File: config.mk
export PLATFORM = sky130hd
export DESIGN_NAME = alu_arbiter
export DESIGN_NICKNAME = d
export VERILOG_FILES = /design/src/rtl/alu_arbiter.sv
export SDC_FILE = /design/constraint.sdc
export NUM_CORES = 1
export LEC_CHECK = 0
export ABC_AREA = 1
export CORE_ASPECT_RATIO = 1.1
export CORE_UTILIZATION = 38
export CTS_BUF_LIST = sky130_fd_sc_hd__clkbuf_4
export CTS_CLUSTER_SIZE = 40
export DETAILED_ROUTE_END_ITERATION = 12
export PLACE_DENSITY = 0.8
export SETUP_SLACK_MARGIN = 0.15
export SLEW_MARGIN = 20
export SYNTH_ARGS = -nofsm -noshare
export SYNTH_HDL_FRONTEND = slang
export SYNTH_SLANG_ARGS = --single-unit
File: constraint.sdc
create_clock -name clk -period 3.9 [get_ports clk]
set_input_delay 0.975 -clock clk [delete_from_list [all_inputs] [get_ports clk]]
set_output_delay 0.975 -clock clk [all_outputs]
set_load 0.02 [all_outputs]
File: src/rtl/alu_arbiter.sv
// Two-requester front end for a shared combinational 10-bit add/subtract ALU.
// Each accepted operation takes one execute cycle, then its result is held until the consumer takes it.
module alu_arbiter #(
  parameter int FIXED_PRIORITY = 0
) (
  input  logic       clk,
  input  logic       reset,
  input  logic       req0_valid,
  input  logic       req0_op,
  input  logic [9:0] req0_a,
  input  logic [9:0] req0_b,
  output logic       req0_ready,
  input  logic       req1_valid,
  input  logic       req1_op,
  input  logic [9:0] req1_a,
  input  logic [9:0] req1_b,
  output logic       req1_ready,
  output logic       alu_ctrl,
  output logic [9:0] alu_a,
  output logic [9:0] alu_b,
  input  logic [9:0] alu_result,
  output logic       rsp_valid,
  output logic       rsp_id,
  output logic [9:0] rsp_data,
  input  logic       rsp_ready,
  output logic       busy
);

  typedef enum logic [1:0] {
    IDLE = 2'd0,
    EXEC = 2'd1,
    RESP = 2'd2
  } state_t;

  state_t     state_r;
  state_t     state_s;
  logic       grant_s;
  logic       grant_id_s;
  logic       last_grant_r;
  logic       op_r;
  logic [9:0] a_r;
  logic [9:0] b_r;
  logic       rsp_id_r;
  logic [9:0] rsp_data_r;

  // Grant decision: only in IDLE, never to a deasserted valid.
  always_comb begin
    grant_s    = 1'b0;
    grant_id_s = 1'b0;
    if (state_r == IDLE) begin
      if (req0_valid && req1_valid) begin
        grant_s = 1'b1;
        if (FIXED_PRIORITY != 32'sd0) begin
          grant_id_s = 1'b0;
        end else begin
          grant_id_s = ~last_grant_r;
        end
      end else if (req0_valid) begin
        grant_s    = 1'b1;
        grant_id_s = 1'b0;
      end else if (req1_valid) begin
        grant_s    = 1'b1;
        grant_id_s = 1'b1;
      end else begin
        grant_s    = 1'b0;
        grant_id_s = 1'b0;
      end
    end else begin
      grant_s    = 1'b0;
      grant_id_s = 1'b0;
    end
  end

  // Next-state logic for the IDLE -> EXEC -> RESP sequence.
  always_comb begin
    state_s = state_r;
    case (state_r)
      IDLE: begin
        if (grant_s) begin
          state_s = EXEC;
        end else begin
          state_s = IDLE;
        end
      end
      EXEC: state_s = RESP;
      RESP: begin
        if (rsp_ready) begin
          state_s = IDLE;
        end else begin
          state_s = RESP;
        end
      end
      default: state_s = IDLE;
    endcase
  end

  // State, operand latch, grant pointer and result capture.
  always_ff @(posedge clk or posedge reset) begin
    if (reset) begin
      state_r      <= IDLE;
      last_grant_r <= 1'b1;
      op_r         <= 1'b0;
      a_r          <= 10'd0;
      b_r          <= 10'd0;
      rsp_id_r     <= 1'b0;
      rsp_data_r   <= 10'd0;
    end else begin
      state_r <= state_s;
      if (grant_s) begin
        last_grant_r <= grant_id_s;
        rsp_id_r     <= grant_id_s;
        op_r         <= grant_id_s ? req1_op : req0_op;
        a_r          <= grant_id_s ? req1_a : req0_a;
        b_r          <= grant_id_s ? req1_b : req0_b;
      end
      if (state_r == EXEC) begin
        rsp_data_r <= alu_result;
      end
    end
  end

  assign req0_ready = grant_s & ~grant_id_s;
  assign req1_ready = grant_s & grant_id_s;
  assign alu_ctrl   = op_r;
  assign alu_a      = a_r;
  assign alu_b      = b_r;
  assign rsp_valid  = (state_r == RESP);
  assign rsp_id     = rsp_id_r;
  assign rsp_data   = rsp_data_r;
  assign busy       = (state_r != IDLE);

endmodule

After elaboration in Yosys (flattened, before gate mapping):

Cells that the tools add are included.

* reductions and logical operators: 3
* mux-type cells: 13
* equality and inequality tests: 2
* bitwise logic cells: 4

Operators by type and width (count)
* $mux 10: 2
* $mux 1: 9
* $pmux 2 s3: 1
* $and 1x1->1: 2
* $eq 2x1->1 const B: 1
* $eq 2x2->1 const B: 1
* $logic_not 2->1: 1
* $mux 2: 1
* $not 1->1: 2
* $reduce_bool 2->1: 1
* $logic_and 1x1->1: 1

* flip-flop bits (word level): 35
* logic and storage cells: 29
* input port bits: 57
* output and inout port bits: 36

Depth between registers and ports, before layout:

* word-level depth: 6
* depth in mapped cells: 7
* mapped depth without buffers: 6

Worst setup path after synthesis:

No wires, ideal clock.

* path type: input-to-output
* from: input req0_valid
* to: output req0_ready
* required time: 2.925 ns
* arrival: 1.563 ns
* path slack: 1.362 ns
* stages: 5
* path buffers: 1
* cells stage by stage: nand2_1 -> nand3_2 -> buf_2 -> nand2_1 -> inv_1

* word-level cells in the longest chain between the ends: 5
* elaborated cells between the ends (all ways): 9
* those cells by class: mux: 6; bitwise: 2; reduce/logical: 1

Ends and longest elaborated chain
* start: declaration: RTL line 8 `input logic req0_valid,`
* $mux 1 or $logic_and 1x1->1 (tied branches): RTL line 58, 51
* $mux 1: RTL line 51 `if (req0_valid && req1_valid) begin`
* $mux 1: RTL line 50 `if (state_r == IDLE) begin`
* $not 1->1: RTL line 122 `assign req0_ready = grant_s & ~grant_id_s;`
* $and 1x1->1 (*): RTL line 122
* end: declaration: RTL line 12 `output logic req0_ready,`

Every way passes the cells marked *; elsewhere a longest branch is shown, timed or not.

Worst setup path after layout:

* from: input req1_valid
* to: output req0_ready

* word-level cells in the longest chain between the ends: 6
* elaborated cells between the ends (all ways): 10
* those cells by class: mux: 7; bitwise: 2; reduce/logical: 1

Ends and longest elaborated chain
* start: declaration: RTL line 13 `input logic req1_valid,`
* $mux 1: RTL line 61 `end else if (req1_valid) begin`
* $mux 1: RTL line 58 `end else if (req0_valid) begin`
* $mux 1: RTL line 51
* $mux 1: RTL line 50
* $not 1->1: RTL line 122
* $and 1x1->1 (*): RTL line 122

Marks and branches as above.

==> impl_metrics.csv <==
group,metric,value,unit
logic_synthesis,synth_top_family_by_area,"simple AND/OR/NAND/NOR gates",
sta,slew_headroom,70.58,%
drt,wirelength,4.621,mm
logic_synthesis,synth_xor_area_share,0,%
clocking,cts_buffer_depth,2,
cells_and_area,drive_gt1_share,6.884,%
floorplanning,initial_core_util,40.10,%
logic_synthesis,synthAdderAreaFrac,0,%
clocking,cts_setup_buffers,0,
worst_setup_path,rr_startpoint,"state_r[0]$_DFF_PP0_",
clocking,cts.sinks,35,
clocking,cts_resized,0,
floorplanning,dieArea,0.004479,mm2
floorplanning,num_rows,24,
worst_setup_path,cp-start-kind,"input pin",
sta,max_freq,0.2801,GHz
floorplanning,die_h,70.09,um
sta,tightest_slew,0.4413,ns
min_path,hold_depth,2,
clocking,cts_root_buffer,"clkbuf_4",
clocking,clk_pin_slew,0.10,ns
sta,setup_viol,0,
floorplanning,die_w,63.90,um
logic_synthesis,yosysWarnings,0,
pwr,vdd_drop_max,0.5059,mV
drt,ant_nets,0,
global_routing,grt_pass1_wl,7.707,mm
global_routing,grt_use_total,22.34,%
worst_setup_path,cp_max_fo,12,
worst_setup_path,cp.required,2.92,ns
min_path,hold_path.class,"register to register",
pwr,p_per_area,792.1,mW/mm2
status,status,"complete, no violations",
clocking,hold_buffers,0,
worst_setup_path,worstSetupPathType,"input pin to primary output",
min_path,hold_path_end,"last_grant_r$_DFFE_PP1P_",
logic_synthesis,syn-num-nets,242,
place,hpwl,3.205,mm
drt,drt_iter0_markers,115,
logic_synthesis,ys_seq_area_share,54.77,%
drt,routed_via_density,5.107,
drt,drtPass1Iterations,4,
drt,wl_per_cell,14.09,um
pwr,p_leak,1.170,nW
sta,period_needed,3.570,ns
worst_setup_path,reg2reg_depth,6,
clocking,numCtsBuffers,5,
global_routing,first_global_vias,1665,
global_routing,grt.overflow.total,0,
place,dp_cells,320,
floorplanning,num_io_pins,93,
floorplanning,core-area,0.003994,mm2
cells_and_area,syn2layout_area_growth,62.50,%
worst_setup_path,cp_data_arrival_time,2.59,ns
sta,skew,0.007874,ns
flow_run,cap_violations,0,
worst_setup_path,cp-end-kind,"primary output",
cells_and_area,num-nets-final,332,
worst_setup_path,r2r_slack,2.11,ns
cells_and_area,fin_cells,328,
sta,setup_tns,0,ns
logic_synthesis,yosys.area_share.simple,38.13,%
logic_synthesis,synthCells,185,
sta,finalHoldViolCount,0,
global_routing,grt_max_degree,36,
worst_setup_path,rr_endpoint,"alu_a[4]$_DFFE_PP0P_",
cells_and_area,fillers,344,
cells_and_area,insertedDiodeCount,0,
sta,post-route-period-util,91.53,%
min_path,hp-start,"last_grant_r$_DFFE_PP1P_",
logic_synthesis,ys_seq_elements,35,
sta,rsz0062_at_grt,"false",
sta,final_max_slew_viol_count,0,
place,portBuffers,92,
clocking,cts_tree,"done",
clocking,cts-htree-levels,2,
logic_synthesis,ys_types,17,
global_routing,antenna_found_initial,0,
drt,drc,0,
logic_synthesis,avgSynthCellArea,8.657,um2
drt,vias,1675,
place,gp_congestion,0.7698,
clocking,clock_latency,0.33,ns
logic_synthesis,syn-cell-area,0.001602,mm2
logic_synthesis,synthMuxAreaShare,0,%
logic_synthesis,synth_compound_area_share,0.3125,%
-- Yosys cell counts --
library cell | number | area share (%)
nand4_1 | 21 | 8.2
buf_2 | 3 | 0.94
clkbuf_1 | 7 | 1.6
buf_4 | 2 | 0.94
inv_1 | 4 | 0.94
nor2_4 | 1 | 0.70
dfrtp_1 | 34 | 53
buf_1 | 1 | 0.23
dfstp_2 | 1 | 1.6
nor2_1 | 2 | 0.47
nand2_1 | 49 | 11
nand3_2 | 1 | 0.63
inv_2 | 3 | 0.70
buf_6 | 2 | 1.4
o21ai_0 | 1 | 0.31
nand3_1 | 52 | 16
nor2_2 | 1 | 0.39
-- where the power goes --
group | internal [W] | switching, W
sequential | 0.000552 | 0.000111
combinational | 0.000531 | 0.000677
clock | 0.0000737 | 0.000116
total | 0.00116 | 0.000904
-- critical path: stages --
cell             delay, ns
clkdlybuf4s50_1       0.61
nand3_2               0.29
nand2_1               0.13
inv_1                 0.05
clkdlybuf4s50_1       0.55
-- state kept, by name, summed over array words and instances (netlist names) --
register and flops:
rsp_id 1, rsp_data 10, alu_ctrl 1, state_r 2
alu_a 10, last_grant_r 1, alu_b 10
-- area by class of cell --
cell class / instances / area, um2 / share of cell area, %
Clock buffer: 6 / 45.04 / 1.731
Clock inverter: 2 / 7.507 / 0.2885
Inverter: 7 / 26.28 / 1.010
Multi-Input combinational cell: 128 / 615.6 / 23.65
Sequential cell: 35 / 877.1 / 33.70
Tap cell: 52 / 65.06 / 2.500
Timing Repair Buffer: 98 / 965.9 / 37.12
-- layer usage --
layer	global-route usage (%)	vias to the layer above	wire length, um
met5	0	-	0
met4	5.808	0	38
li1	-	816	-
met2	37.71	72	2262
met3	5.719	7	306
met1	28.18	780	2014
-- metrics by stage --
| stage | setup WS [ns] | hold slack, ns | utilization (%) | cell area, um2 | total power, W |
|---|---|---|---|---|---|
| CTS | 0.3435 | 0.4742 | 65.16 | 2603 | 0.002079 |
| global route | 0.2014 | 0.4782 | 65.16 | 2603 | 0.002208 |
| finish | 0.3301 | 0.4723 | 65.16 | 2603 | 0.002061 |
| global placement | 0.3872 | 0.4546 | 63.85 | 2550 | 0.001859 |
| detailed placement | 0.3502 | 0.4581 | 63.85 | 2550 | 0.001882 |
| floorplan | 1.362 | 0.4421 | - | 1602 | 0.001355 |
-- logic make-up (layout without fill, tap and decap cells) --
logic type / Yosys count / count (layout)
AOI/OAI and AO/OA: 1 / 1
buffers and inverters: 22 / 113
and+or+nand+nor: 127 / 127
DFF: 35 / 35
-- how the worst max path moves through the flow --
stage | from | slack (ns) | depth (start not counted) | endpoint
finish | req1_valid | 0.33 | 5 | req0_ready
global route | req1_valid | 0.20 | 5 | req0_ready
CTS | req1_valid | 0.34 | 4 | req1_ready
detailed placement | req1_valid | 0.35 | 4 | req1_ready
global placement | req1_valid | 0.39 | 4 | req1_ready
floorplan | req0_valid | 1.36 | 5 | req0_ready
-- cell usage in the layout (no fill, tap or decap) --
cell type and n:
nand4_1 21, nand2_1 49, inv_2 3, buf_4 6, nor2_4 1, nor2_2 1, dfrtp_1 34, dfstp_2 1
clkinv_1 2, clkdlybuf4s50_1 92, nor2_1 2, nand3_1 52, o21ai_0 1, inv_1 4, clkbuf_4 6, nand3_2 1
Note: power is estimated with default switching activity, not from simulation.
